[src/rtl/mux_select_arbiter.sv]
// mux_select_arbiter
//   Round-robin owner arbitration for one shared 4:1 datapath mux.
//   Registers a one-hot grant and the matching 2-bit mux select.
//   An owner keeps the mux until it drops req. The next owner takes over with no idle cycle.
//   Optional hold limit: define ARB_TIMEOUT_EN to revoke an owner after MAX_HOLD cycles
//   when another requester is waiting.
module mux_select_arbiter #(
  parameter int MAX_HOLD = 16,
  parameter int CNT_W    = 5
) (
  input  logic       clk,
  input  logic       rst,
  input  logic [3:0] req,
  output logic [3:0] grant,
  output logic [1:0] sel,
  output logic       busy,
  output logic       timeout
);
  localparam int NUM_REQ = 4;

  typedef enum logic {IDLE, OWNED} state_t;

  state_t     st;
  logic [1:0] last;      // last owner; lowest priority in the next scan
  logic       hold_lim;  // owner reached the hold limit with req still high
  logic       arb;       // arbitrate this cycle
  logic [3:0] cand;      // requests eligible in this cycle's scan
  logic       found;
  logic [1:0] win;

  // The hold counter must be able to reach MAX_HOLD.
  generate
    if ((2 ** CNT_W) <= MAX_HOLD || MAX_HOLD < 1) begin : g_bad_cfg
      $error("mux_select_arbiter: CNT_W too narrow for MAX_HOLD");
    end
  endgenerate

`ifdef ARB_TIMEOUT_EN
  logic [CNT_W-1:0] cnt;
  logic             timeout_q;

  // The owner has been visible for cnt+1 cycles, so the limit triggers at cnt == MAX_HOLD-1.
  assign hold_lim = (st == OWNED) && req[last] && (cnt >= CNT_W'(MAX_HOLD - 1));
`else
  assign hold_lim = 1'b0;
`endif

  // Re-arbitrate when idle, when the owner releases, or when the owner hits the hold limit.
  assign arb  = (st == IDLE) || !req[last] || hold_lim;
  // On a hold-limit revoke, the current owner is excluded from the scan.
  assign cand = hold_lim ? (req & ~grant) : req;
  assign busy = (st == OWNED);

  // Round-robin scan: last+1, last+2, last+3, last (mod 4). The first set bit wins.
  always_comb begin
    found = 1'b0;
    win   = last;
    for (int k = 1; k <= NUM_REQ; k++) begin
      if (!found && cand[last + 2'(k)]) begin
        found = 1'b1;
        win   = last + 2'(k);
      end
    end
  end

  // Owner FSM with registered grant/select. sel keeps the last owner while idle.
  always_ff @(posedge clk) begin
    if (rst) begin
      st    <= IDLE;
      grant <= '0;
      sel   <= '0;
      last  <= 2'd3;
    end else if (arb) begin
      if (found) begin
        st    <= OWNED;
        grant <= 4'b0001 << win;
        sel   <= win;
        last  <= win;
      end else if (!hold_lim) begin
        st    <= IDLE;
        grant <= '0;
      end
      // found==0 with hold_lim: nobody else waits, so the owner keeps the grant
    end
  end

`ifdef ARB_TIMEOUT_EN
  // Hold counter clears on every new or renewed grant. The timeout pulse accompanies a revoke.
  always_ff @(posedge clk) begin
    if (rst) begin
      cnt       <= '0;
      timeout_q <= 1'b0;
    end else begin
      timeout_q <= hold_lim && found;
      if (arb && found)
        cnt <= '0;
      else if (hold_lim)
        cnt <= '0;
      else if (!arb)
        cnt <= cnt + 1'b1;
    end
  end

  assign timeout = timeout_q;
`else
  assign timeout = 1'b0;
`endif

endmodule

[config.mk]
export PLATFORM = sky130hd
export DESIGN_NAME = mux_select_arbiter
export DESIGN_NICKNAME = d
export VERILOG_FILES = /design/src/rtl/mux_select_arbiter.sv
export SDC_FILE = /design/constraint.sdc
export NUM_CORES = 1
export LEC_CHECK = 0
export CAP_MARGIN = 20
export CORE_AREA = 10 10 47 49
export DETAILED_ROUTE_END_ITERATION = 6
export DIE_AREA = 0 0 57 59
export GPL_ROUTABILITY_DRIVEN = 0
export HOLD_SLACK_MARGIN = 0.15
export PLACE_DENSITY = 0.6
export REMOVE_ABC_BUFFERS = 1
export SYNTH_ARGS = -nofsm -noshare
export SYNTH_HDL_FRONTEND = slang
export SYNTH_SLANG_ARGS = --single-unit
[constraint.sdc]
create_clock -name clk -period 2 [get_ports clk]
set_clock_uncertainty 0.05 [all_clocks]
set_input_delay 0.3 -clock clk [delete_from_list [all_inputs] [get_ports clk]]
set_output_delay 0.3 -clock clk [all_outputs]
set_load 0.01 [all_outputs]
==> out/metrics.cfg <==
[final_layout]
area_growth_pct = 33.2
diodes = 0
drive_gt1_share_pct = 19.4
num-fill-cells = 140
nets = 74
fin_util_pct = 46.6

[logic_synthesis]
yosysSeqAreaShare_pct = 36.7
synth_area_sq_um = 490
ys_types = 29
yosys.area.top_type = dfxtp_1
synthCells = 51
synth_area_leaders = dfxtp_1 37%, o31ai_2 5.1%, mux2i_4 4.6%, a32o_1 4.1%, and2_1 3.8%
avgSynthCellArea_sq_um = 9.62
synth_top_area_share_pct = 36.7
yosys_register_bits = 9
yosysWarningCount = 0

[status]
status = finished, final reports clean

[route]
drt-initial-drc-count = 10
wl_mm = 1.14
viasPerCell = 5.29
wl_per_cell_microns = 13.7
vias = 439
detailedRoute.firstPassIterationCount = 4
ant_nets = 0
drcViolationCount = 0

[clocking]
cts_buffers = 3
postCtsSetupRepairBufs = 0
hold_buffers = 0
cts_tree = done
clk_latency_ns = 0.26
clock_path_buffers = 2
root_buffer = clkbuf_4
path_clk_slew_ns = 0.06
cts_sinks = 9
ctsResizeCount = 0
htree_levels = 1

[sta]
finalCritPeriodShare_pct = 84.0
fin_crit_ns = 1.68
report.final.setup_viol = 0
holdWs_ns = 0.413
finalSetupTns_ns = 0
hold_viol = 0
fmax_ghz = 0.595
rsz0062_at_grt = false
drv_slew = 0

[pwr]
power_leakage_nw = 0.255
comb_power_share_pct = 33.7
p_sw_share_pct = 31.3
seqPwrFrac_pct = 41.9
ir_drop_mv = 0.432
internal_power_w = 0.000382
clock_power_share_pct = 24.4
pwr_density_cell_nw_per_um2 = 851
power.switching_w = 0.000174

[floorplanning]
dieArea_sq_um = 3360
io_pins = 14
row_count = 14
die_w_microns = 57
initial_core_util_pct = 35.0
die_h_microns = 59
coreArea_sq_um = 1400

[min_path]
min_path_type = flip-flop to flip-flop

[setup_path]
cp.arrival_ns = 1.78
critPathBufInv = 1
crit_type = input pin to flip-flop
critical_path.slowest_cell = or4_4
critPathTopFamily = simple AND/OR/NAND/NOR gates
critPathCaptureType = flip-flop
cp.required_ns = 2.10
start_kind = input pin
critPathMaxStageDelay_ns = 0.54
path_cells = clkdlybuf4s50_1 -> or4_4 -> o221ai_2 -> nor4_2 -> a32o_1
path_max_fanout = 5

[grt]
grt_antenna_before_repair = 0
grt_pass1_vias = 418
grt_pass1_wl_mm = 1.88
overflow = 0
grt_max_degree = 9
globalRouteTotalUtil_pct = 7.20

[run]
drv_cap = 0

[placement]
hpwlAfterDp_microns = 884
portBuffers = 12

-- flip-flops by register name (all words and copies together) (netlist names) --
signal  count
sel         2
grant       4
last        2
busy        1
-- final cells by class --
type	instances	area, sq um	area share, %
multi-input cells	38	284	43.5
clock buffers	4	26.3	4.02
inverters	2	7.51	1.15
well taps	16	20.0	3.07
flip-flops and latches	9	180	27.6
repair buffers	14	135	20.7
-- per-layer routing --
metal	global-route usage, %	vias up	wire length (microns)
met5	0	-	0
met4	2.01	0	5
met3	5.58	2	97
met2	11.5	19	538
met1	7.19	191	494
li1	-	227	-
-- synth_stat cells --
master and instances:
a211o_1 1, a21oi_1 3, a32o_1 2, and2_1 3, and3b_1 1, buf_4 1, buf_6 1, conb_1 1
dfxtp_1 9, inv_1 2, mux2i_1 1, mux2i_4 1, nand2_1 4, nand2b_1 2, nand3_1 3, nor2_1 2
nor2_2 1, nor3_1 1, nor3b_1 1, nor4_2 1, o211ai_1 1, o21ai_0 1, o221a_2 1, o221ai_2 1
o22ai_1 1, o31ai_1 1, o31ai_2 2, or3_1 1, or4_4 1
-- metrics by stage --
stage               instance area (sq um)  setup slack (ns)  std cells  power (W)
finish                                653             0.319         83   0.000556
global route                          653             0.184         83   0.000601
CTS                                   653             0.326         83   0.000565
detailed placement                    627            0.0599         79   0.000424
global placement                      627            0.0780         79   0.000425
floorplan                             472             0.504         49   0.000346
-- final timing paths --
kind	startpoint	end	slack, ns	cells past startpoint
setup / recovery	req[3]	grant[0]$_SDFFE_PP0P_	0.32	5
hold / removal	sel[1]$_SDFFE_PP0P_	sel[1]$_SDFFE_PP0P_	0.41	2
setup reg to reg	last[1]$_SDFFE_PP1P_	grant[0]$_SDFFE_PP0P_	0.33	4
hold reg to reg	sel[1]$_SDFFE_PP0P_	sel[1]$_SDFFE_PP0P_	0.41	2
-- layout by cell type, fill, tap and decap left out, types with 2 or more instances in the layout --
| cell type | instances |
|---|---|
| a21oi_1 | 3 |
| a32o_1 | 2 |
| and2_1 | 3 |
| buf_4 | 2 |
| clkbuf_4 | 3 |
| clkdlybuf4s50_1 | 12 |
| dfxtp_1 | 9 |
| inv_1 | 2 |
| nand2_1 | 4 |
| nand2b_1 | 2 |
| nand3_1 | 3 |
| nor2_1 | 2 |
| o31ai_2 | 2 |
-- power by group through the flow --
| stage | combinational [W] | clock [W] | sequential (W) |
|---|---|---|---|
| floorplan | 0.000104 | 0 | 0.000242 |
| global placement | 0.000188 | 0 | 0.000236 |
| detailed placement | 0.000188 | 0 | 0.000237 |
| CTS | 0.000189 | 0.000144 | 0.000233 |
| global route | 0.000205 | 0.000158 | 0.000238 |
| finish | 0.000187 | 0.000136 | 0.000233 |
-- tightest hold or removal path, delay by kind of cell (launching register included) --
family / cells / cell delay, ns
flops: 1 / 0.31
simple gates: 1 / 0.05
compound gates: 1 / 0.05
-- logic make-up (layout without fill, tap and decap cells) --
kind of cell           Yosys count  in the layout  synth area share [%]
and+or+nand+nor                 21             21                  25.8
AOI/OAI and AO/OA               14             14                  24.7
other                            1              1                 0.765
muxes                            2              2                  6.63
DFF                              9              9                  36.7
buffers and inverters            4             20                  5.36
(Power assumes the default switching activity.)
